### src/rtl/pea_ctrl.sv
// pea_ctrl: conv-tile sequencer for the PE array (weight load, ifm window fill, streamed compute).
// Optional perf counters are built in when PEA_CTRL_PERF_EN is defined.
module pea_ctrl #(
    parameter int COL    = 8,
    parameter int KH     = 3,
    parameter int PE_LAT = 2,
    parameter int CNT_W  = 8
) (
    input  logic             clk,
    input  logic             rstn,
    input  logic             start,
    input  logic [CNT_W-1:0] cfg_oc_num,
    input  logic [CNT_W-1:0] cfg_ic_num,
    input  logic [CNT_W-1:0] cfg_oh,
    input  logic             cfg_stride,
    input  logic             wgt_avail,
    input  logic             ifm_avail,
    output logic             stride,
    output logic             wgt_read,
    output logic             ifm_read,
    output logic [COL-1:0]   pvalid,
    output logic             ic_done,
    output logic             oc_done,
    output logic             busy,
    output logic             done,
`ifdef PEA_CTRL_PERF_EN
    output logic [31:0]      perf_busy_cyc,
    output logic [31:0]      perf_stall_cyc,
`endif
    output logic [2:0]       dbg_state
);

    localparam int KW = $clog2(KH + 1);

    typedef enum logic [2:0] {
        IDLE  = 3'd0,
        WLOAD = 3'd1,
        IFILL = 3'd2,
        COMP  = 3'd3,
        DRAIN = 3'd4
    } state_t;

    // Handshake: wgt_read/ifm_read are single-cycle pops, one cycle after avail was seen
    // high in the corresponding state; the source must hold a row whenever avail is high.
    state_t           state_q, state_d;
    logic             stride_q, stride_d;
    logic [CNT_W-1:0] oc_num_q, oc_num_d;
    logic [CNT_W-1:0] ic_num_q, ic_num_d;
    logic [CNT_W-1:0] oh_q, oh_d;
    logic [KW-1:0]    kcnt_q, kcnt_d;
    logic             sub_q, sub_d;
    logic [CNT_W:0]   row_q, row_d;
    logic [CNT_W:0]   ic_q, ic_d;
    logic [CNT_W:0]   oc_q, oc_d;
    logic             wgt_read_q, wgt_read_d;
    logic             ifm_read_q, ifm_read_d;
    logic             ic_done_q, ic_done_d;
    logic             oc_done_q, oc_done_d;
    logic             done_q, done_d;
    logic             busy_q;
    logic [PE_LAT:0]  sr_q;
    logic             inject;
    logic             accept;

    assign accept = (state_q == IDLE) && start;

    always_comb begin
        state_d    = state_q;
        stride_d   = stride_q;
        oc_num_d   = oc_num_q;
        ic_num_d   = ic_num_q;
        oh_d       = oh_q;
        kcnt_d     = kcnt_q;
        sub_d      = sub_q;
        row_d      = row_q;
        ic_d       = ic_q;
        oc_d       = oc_q;
        wgt_read_d = 1'b0;
        ifm_read_d = 1'b0;
        ic_done_d  = 1'b0;
        oc_done_d  = 1'b0;
        done_d     = 1'b0;
        inject     = 1'b0;
        case (state_q)
            IDLE: begin
                if (start) begin
                    stride_d = cfg_stride;
                    oc_num_d = cfg_oc_num;
                    ic_num_d = cfg_ic_num;
                    oh_d     = cfg_oh;
                    kcnt_d   = '0;
                    sub_d    = 1'b0;
                    row_d    = '0;
                    ic_d     = '0;
                    oc_d     = '0;
                    if ((cfg_oc_num == '0) || (cfg_ic_num == '0) || (cfg_oh == '0)) begin
                        done_d = 1'b1;
                    end else begin
                        state_d = WLOAD;
                    end
                end
            end
            WLOAD: begin
                if (wgt_avail) begin
                    wgt_read_d = 1'b1;
                    if (kcnt_q == KW'(KH - 1)) begin
                        kcnt_d  = '0;
                        state_d = IFILL;
                    end else begin
                        kcnt_d = kcnt_q + 1'b1;
                    end
                end
            end
            IFILL: begin
                if (ifm_avail) begin
                    ifm_read_d = 1'b1;
                    if (kcnt_q == KW'(KH - 1)) begin
                        // The completed window is output row 0 of the pass.
                        kcnt_d  = '0;
                        inject  = 1'b1;
                        sub_d   = 1'b0;
                        row_d   = {{CNT_W{1'b0}}, 1'b1};
                        state_d = (oh_q == {{(CNT_W-1){1'b0}}, 1'b1}) ? DRAIN : COMP;
                    end else begin
                        kcnt_d = kcnt_q + 1'b1;
                    end
                end
            end
            COMP: begin
                if (ifm_avail) begin
                    ifm_read_d = 1'b1;
                    if (sub_q == stride_q) begin
                        sub_d  = 1'b0;
                        inject = 1'b1;
                        row_d  = row_q + 1'b1;
                        if ((row_q + 1'b1) == {1'b0, oh_q}) begin
                            state_d = DRAIN;
                        end
                    end else begin
                        sub_d = 1'b1;
                    end
                end
            end
            DRAIN: begin
                // Only the stage feeding pvalid may still be set: that is the last beat.
                if (sr_q[PE_LAT-1:0] == '0) begin
                    ic_done_d = 1'b1;
                    row_d     = '0;
                    if ((ic_q + 1'b1) == {1'b0, ic_num_q}) begin
                        ic_d      = '0;
                        oc_done_d = 1'b1;
                        if ((oc_q + 1'b1) == {1'b0, oc_num_q}) begin
                            oc_d    = '0;
                            done_d  = 1'b1;
                            state_d = IDLE;
                        end else begin
                            oc_d    = oc_q + 1'b1;
                            state_d = WLOAD;
                        end
                    end else begin
                        ic_d    = ic_q + 1'b1;
                        state_d = WLOAD;
                    end
                end
            end
            default: state_d = IDLE;
        endcase
    end

    always_ff @(posedge clk) begin
        if (!rstn) begin
            state_q    <= IDLE;
            stride_q   <= 1'b0;
            oc_num_q   <= '0;
            ic_num_q   <= '0;
            oh_q       <= '0;
            kcnt_q     <= '0;
            sub_q      <= 1'b0;
            row_q      <= '0;
            ic_q       <= '0;
            oc_q       <= '0;
            wgt_read_q <= 1'b0;
            ifm_read_q <= 1'b0;
            ic_done_q  <= 1'b0;
            oc_done_q  <= 1'b0;
            done_q     <= 1'b0;
            busy_q     <= 1'b0;
            sr_q       <= '0;
        end else begin
            state_q    <= state_d;
            stride_q   <= stride_d;
            oc_num_q   <= oc_num_d;
            ic_num_q   <= ic_num_d;
            oh_q       <= oh_d;
            kcnt_q     <= kcnt_d;
            sub_q      <= sub_d;
            row_q      <= row_d;
            ic_q       <= ic_d;
            oc_q       <= oc_d;
            wgt_read_q <= wgt_read_d;
            ifm_read_q <= ifm_read_d;
            ic_done_q  <= ic_done_d;
            oc_done_q  <= oc_done_d;
            done_q     <= done_d;
            busy_q     <= (state_d != IDLE);
            sr_q       <= {sr_q[PE_LAT-1:0], inject};
        end
    end

`ifdef PEA_CTRL_PERF_EN
    logic [31:0] busy_cyc_q;
    logic [31:0] stall_cyc_q;
    logic        stall_now;

    assign stall_now = ((state_q == WLOAD) && !wgt_avail) ||
                       (((state_q == IFILL) || (state_q == COMP)) && !ifm_avail);

    always_ff @(posedge clk) begin
        if (!rstn) begin
            busy_cyc_q  <= '0;
            stall_cyc_q <= '0;
        end else if (accept) begin
            busy_cyc_q  <= '0;
            stall_cyc_q <= '0;
        end else begin
            if (busy_q && (busy_cyc_q != '1)) begin
                busy_cyc_q <= busy_cyc_q + 1'b1;
            end
            if (stall_now && (stall_cyc_q != '1)) begin
                stall_cyc_q <= stall_cyc_q + 1'b1;
            end
        end
    end

    assign perf_busy_cyc  = busy_cyc_q;
    assign perf_stall_cyc = stall_cyc_q;
`else
    logic unused_accept;
    assign unused_accept = accept;
`endif

    assign stride    = stride_q;
    assign wgt_read  = wgt_read_q;
    assign ifm_read  = ifm_read_q;
    assign pvalid    = {COL{sr_q[PE_LAT]}};
    assign ic_done   = ic_done_q;
    assign oc_done   = oc_done_q;
    assign busy      = busy_q;
    assign done      = done_q;
    assign dbg_state = state_q;

endmodule

### config.mk
export PLATFORM = sky130hd
export DESIGN_NAME = pea_ctrl
export DESIGN_NICKNAME = d
export VERILOG_FILES = /design/src/rtl/pea_ctrl.sv
export SDC_FILE = /design/constraint.sdc
export NUM_CORES = 1
export LEC_CHECK = 0
export ABC_AREA = 1
export CORE_MARGIN = 4
export CORE_UTILIZATION = 32
export DETAILED_ROUTE_END_ITERATION = 6
export PLACE_DENSITY = 0.53
export SYNTH_ARGS = -nofsm -noshare
export SYNTH_HDL_FRONTEND = slang
export SYNTH_SLANG_ARGS = --single-unit
### constraint.sdc
create_clock -name clk -period 1.8 [get_ports clk]
set_input_delay 0.27 -clock clk [delete_from_list [all_inputs] [get_ports clk]]
set_output_delay 0.27 -clock clk [all_outputs]
set_load 0.1 [all_outputs]
* Word-level counts from Yosys, hierarchy flattened
Cells that the tools add are included.
** Cells by class
- Add/subtract/negate cells :: 4
- $mul :: 0
- Div/mod/pow operators :: 0
- Order comparisons :: 0
- Equality and inequality tests :: 18
- Shifts and indexed selects :: 0
- Muxes and demuxes :: 54
- Bitwise gates (word level) :: 0
- Reductions and logical operators :: 23
** Operator list (number)
- $mux W9 :: 11
- $mux W3 :: 12
- $pmux W9 S2 :: 2
- $pmux W9 S4 :: 1
- $add A9 B1 Y9 const B :: 3
- $eq A9 B8 Y1 :: 3
- $logic_not A8 Y1 :: 3
- $mux W1 :: 19
- $ne A2 B2 Y1 const B :: 8
- $pmux W3 S5 :: 1
- $reduce_bool A3 Y1 :: 3
- $eq A8 B1 Y1 const B :: 1
- $mux W2 :: 4
- $reduce_and A2 Y1 :: 4
- $reduce_and A4 Y1 :: 2
- $reduce_and A7 Y1 :: 1
- $eq A3 B2 Y1 const B :: 2
- $pmux W2 S3 :: 1
- $reduce_and A3 Y1 :: 2
- $reduce_and A5 Y1 :: 1
- $pmux W1 S2 :: 2
- $reduce_bool A4 Y1 :: 1
- $eq A3 B1 Y1 const B :: 1
- $eq A3 B3 Y1 const B :: 1
- other kinds (9) :: 10
** Storage, ports and cells
- Flip-flop bits (word level) :: 67
- Latch bits :: 0
- RAM bits :: 0
- Memory bits (read-only) :: 0
- Input port bits :: 30
- Memories :: 0

* Logic depth before layout (Yosys ltp)
- Word-level depth :: 7
- Gate-level depth with buffers :: 17

* Least setup slack after synthesis
OpenSTA, ideal clock, no wires.
- Kind :: register to register
- From :: reg state_q[2] (netlist: dbg_state[2])
- To :: reg oc_q[2]
- Data arrival time :: 2353 ps
- Data required time :: 1686 ps
- Slack :: -666 ps
- Cell stages (with the launch flop) :: 13
- Path through :: dfxtp_1 -> buf_2 -> nor2_1 -> inv_1 -> nor2_1 -> nand2_1 -> inv_1 -> nor2_2 -> inv_1 -> nand2_1 -> nand2_1 -> nand2_1 -> nor2_1
** Between the ends
- Word-level cells in the longest chain between the ends :: 3
- Elaborated cells between the ends (all ways) :: 8
- Classes of those cells :: eq/ne (4); mux (1); reduce/logical (3)
** RTL lines
- from (decl) :: RTL line 45 : state_t state_q, state_d;
- from (signal assigned) :: RTL line 190 : state_q <= state_d;
- $eq A3 B3 Y1 or $logic_not A3 Y1 (tied branches) :: RTL line 84 : case (state_q)
- $ne A2 B2 Y1 (no source line) or $reduce_bool A2 Y1 (tied branches)
- $reduce_and A4 Y1 (no source line)
- to (signal assigned) :: RTL line 181 : oc_q <= '0;
- to (signal assigned) :: RTL line 199 : oc_q <= oc_d;
- to (decl) :: RTL line 54 : logic [CNT_W:0] oc_q, oc_d;
Parallel ways exist; a longest one is shown, timed or not.
A chain may end at the register's enable or synchronous reset.

* Final worst setup path
- From :: reg ic_q[0]
- To :: reg state_q[0] (netlist: dbg_state[0])
** Between the ends
- Word-level cells in the longest chain between the ends :: 5
** RTL lines
- from (decl) :: RTL line 53 : logic [CNT_W:0] ic_q, ic_d;
- from (signal assigned) :: RTL line 198 : ic_q <= ic_d;
- $add A9 B1 Y9 :: RTL line 149 : if ((ic_q + 1'b1) == {1'b0, ic_num_q}) begin
- $eq A9 B8 Y1 :: RTL line 149
- $mux W3 :: RTL line 149
- $mux W3 :: RTL line 146 : if (sr_q[PE_LAT-1:0] == '0) begin
- $pmux W3 S5 :: RTL line 84
No other way between the ends.

==> parameters.txt <==
Parameter                              Value

Synthesis
  Async set-reset flop share out of synthesis ... 0%
  Sequential fraction of the synthesis area ... 35.02%
  Most common cell in the synthesized netlist ... nand2_1
  Share of the synthesized area in the top cell type ... 35.02%
  Synth area leaders ... dfxtp_1 35%, nand2_1 17%, inv_1 8.5%, a21oi_1 7.4%, nand3_1 6.9%
  Post-synthesis instance total ... 618
  Warning count from the yosys run ... 0
  Number of enable-type register cells in the synthesized netlist ... 0
  Post-Syn Area per Cell ... 6.197 um2
  Commonest cells in the netlist ... 170 x nand2_1, 87 x inv_1, 67 x dfxtp_1
  Cell type contributing the most total cell area after synthesis ... dfxtp_1
  Cell area after synthesis ... 0.003830 mm2
  Synthesized netlist net count ... 651
  Unique masters post-synth ... 31
  Number of register bits inferred by synthesis ... 67
  Most used flip-flop cell after synthesis ... dfxtp_1

Floorplanning
  Initial core utilization ... 33.12%
  Std cell rows ... 39
  Number of placed I/O pins ... 48
  Die Span Y ... 117.4 um
  Area of the die ... 0.01378 mm2
  Die width ... 117.4 um
  Core region area ... 0.01156 mm2

Place
  Final GP Congestion ... 0.8883
  Hpwl dp ... 8075 um
  Post-Place Cell Area ... 0.004941 mm2
  Placed instance count ... 845
  Number of I/O port buffers ... 47

Timing
  Setup violations, final ... 12
  Post-route setup slack ... -0.1130 ns
  Worst max-slew margin expressed relative to the limit ... 78.53%
  Final Cycle Share ... 106.3%
  Setup clock skew after layout ... 0.003355 ns
  Highest Clock Rate ... 0.5227 GHz
  Unrepaired setup endpoints after global routing ... yes
  Final-layout worst hold slack ... 0.4272 ns
  Min Clock Period, post-route ... 1.913 ns
  Transition time of the tightest slew-check pin ... 0.3196 ns
  Final max-slew violation count ... 0
  Hold violation total from the final report ... 0

GRT
  Vias in the first global route ... 3996
  Largest net degree at the start of global routing ... 48
  Overflow left after global routing ... 0
  Global-route wire length before repair ... 18390 um
  Initial antenna violation count ... 0
  Total routing resource utilization after global routing ... 16.13%

Layout
  Final cell count without fillers ... 862
  Final nets ... 748
  Diodes inserted ... 0
  Layout filler cell count ... 1195
  Final cell utilization of the core ... 46.64%
  Share of cells above drive strength 1 ... 21.28%
  Design Area, Final ... 0.005394 mm2
  Relative area change from synthesis to final layout ... 40.84%
  Multi-input combinational cell area ... 0.002177 mm2
  Area taken by flip-flops and latches ... 0.001365 mm2

Worst setup path
  Highest net fanout along the worst path ... 4
  Setup slack on the worst flop-to-flop path ... -0.11 ns
  Cells on worst reg2reg path ... 14
  Crit path arrival time ... 2.14 ns
  Crit path launch type ... flop
  Crit Reg-Reg Endpoint ... dbg_state[0]
  Endpoint required time on the critical path ... 2.03 ns
  Startpoint of the lowest-slack register-to-register path ... ic_q[0]
  Critical path start-end classification ... flop to flop
  Kind of end point of the critical path ... flop

Drt
  Total routed wirelength ... 10800 um
  Via count normalized by instance count ... 4.804
  Wire length per cell after detailed routing ... 12.53 um
  Number of design-rule violations left by the first detailed-router iteration ... 196
  DR DRC count ... 0
  Total vias in the final route ... 4141
  Number of iterations in the first detailed-routing pass ... 4
  Number of antenna-violating nets in the routed design ... 0

Clock network
  Worst skew pair latency ... 0.33 ns
  H-tree level count ... 3
  Hold_buf cts ... 0
  Bufs on Longest Clock Path ... 2
  CTS Sinks ... 67
  Clock tree from TritonCTS ... yes
  CTS root buf ... clkbuf_16
  Num CTS Buffers ... 9
  Clock transition time at the flip-flop clock pins of the worst setup and hold paths ... 0.05 ns

Worst hold path
  Worst min-delay path endpoint ... sr_q[2]
  Path category of the worst min-delay check ... flop to flop
  Worst Hold Path Cells ... 2
  Startpoint of the worst hold path ... sr_q[1]

Job
  Max Cap Violations ... 0

Run status
  Run status ... finished, violations left
  Violations in the final reports ... negative setup slack

Power and ir drop
  Static Leakage ... 0.002370 uW
  Switching power share of the total ... 30.89%
  Comb power frac ... 22.7%
  Int Pwr ... 2915 uW
  Power Density ... 782.0 mW/mm2
  Worst-case vdd ir drop ... 0.5031 mV
  Portion of total power attributed to the clock network ... 37.7%
  Switching power ... 1303 uW
  Sequential share of power ... 39.6%
[per-stage QoR]
step,total power (uW),worst slack [ns],setup TNS [ns]
finish,4218,-0.1130,-0.6293
global route,4475,-0.2805,-3.785
floorplan,2259,0.005251,0
CTS,4266,-0.09282,-0.4440
global placement,2609,-0.1342,-1.186
detailed placement,2615,-0.1954,-2.035
[critical path: stages (launching register included)]
cell and delay, ns:
dfxtp_4 0.36, ha_4 0.28, xnor2_2 0.10, nand2_1 0.08, nor2_1 0.10, nand3_1 0.12
nor2_1 0.14, nand3_2 0.13, buf_6 0.14, nor2_4 0.07, nand2_1 0.05, nand2_1 0.06
nand2_1 0.05, nand2_1 0.08, inv_1 0.05
[registers in the layout (all words and copies together), names as in the netlist]
register,cells
ic_q,9
oc_q,9
row_q,9
ic_num_q,8
oc_num_q,8
oh_q,8
dbg_state,3
sr_q,3
kcnt_q,2
busy,1
done,1
ic_done,1
ifm_read,1
oc_done,1
stride,1
sub_q,1
wgt_read,1
[timing repair]
item / 4_1_cts / 5_1_grt
pin swaps: 9 / 11
gates resized for setup: 24 / 29
buffers inserted: 2 / 0
setup endpoints to repair: 21 / 24
[per-layer routing]
layer	GRT usage (%)	vias to the layer above	wire length [um]
met1	19.74	1869	4895
met5	0	-	0
met3	3.946	16	499
met2	27.20	85	5200
met4	6.525	0	206
li1	-	2171	-
[power groups by stage]
stage / combinational (uW) / clock, uW / sequential, uW
3_3_place_gp: 913 / 0 / 1700
6_report: 959 / 1590 / 1670
2_1_floorplan: 481 / 0 / 1780
4_1_cts: 940 / 1660 / 1670
3_5_place_dp: 916 / 0 / 1700
5_1_grt: 1070 / 1720 / 1680
[final cells by class]
class,instances,area share (%)
Multi-Input combinational cell,437,40.36
Sequential cell,67,25.31
Timing Repair Buffer,110,19.88
Inverter,90,6.286
Clock buffer,12,4.570
Tap cell,143,3.317
Clock inverter,3,0.2784
[cells in the final DEF (no fill, tap or decap), types with 3 or more instances in the layout]
cell and n:
a21oi_1 53, a21oi_2 5, buf_12 13, buf_4 65, buf_6 3, clkbuf_16 9, clkdlybuf4s50_1 29, clkinv_2 4
dfxtp_1 56, dfxtp_2 7, dfxtp_4 4, ha_4 3, inv_1 83, inv_2 5, nand2_1 161, nand2_2 11
nand3_1 50, nand3_2 4, nand4_1 18, nor2_1 55, nor2_2 4, nor2_4 6, nor3_1 7, nor3_2 4
nor4_1 6, o21ai_0 33, xor2_1 3
[worst max path at each step]
stage	from	to	slack [ns]	cells after the start
2_1_floorplan	ic_q[0]	busy	0.005	17
3_3_place_gp	ic_q[1]	oc_q[0]	-0.13	11
3_5_place_dp	ic_q[1]	oc_q[0]	-0.20	14
4_1_cts	ic_q[0]	busy	-0.09	14
5_1_grt	ic_q[0]	dbg_state[0]	-0.28	14
6_report	ic_q[0]	dbg_state[0]	-0.11	14
[kinds of logic after synthesis]
kind of cell             count (synthesis)  synth area share, %
XOR/XNOR                                 5                1.144
AO/OA/AOI/OAI                           99                13.39
flip-flops                              67                35.02
adder cells (fa/ha/maj)                  3               0.9802
buffers and inverters                  114                12.28
AND/OR/NAND/NOR                        330                37.18
No activity file was read; power rests on OpenSTA's default activity.
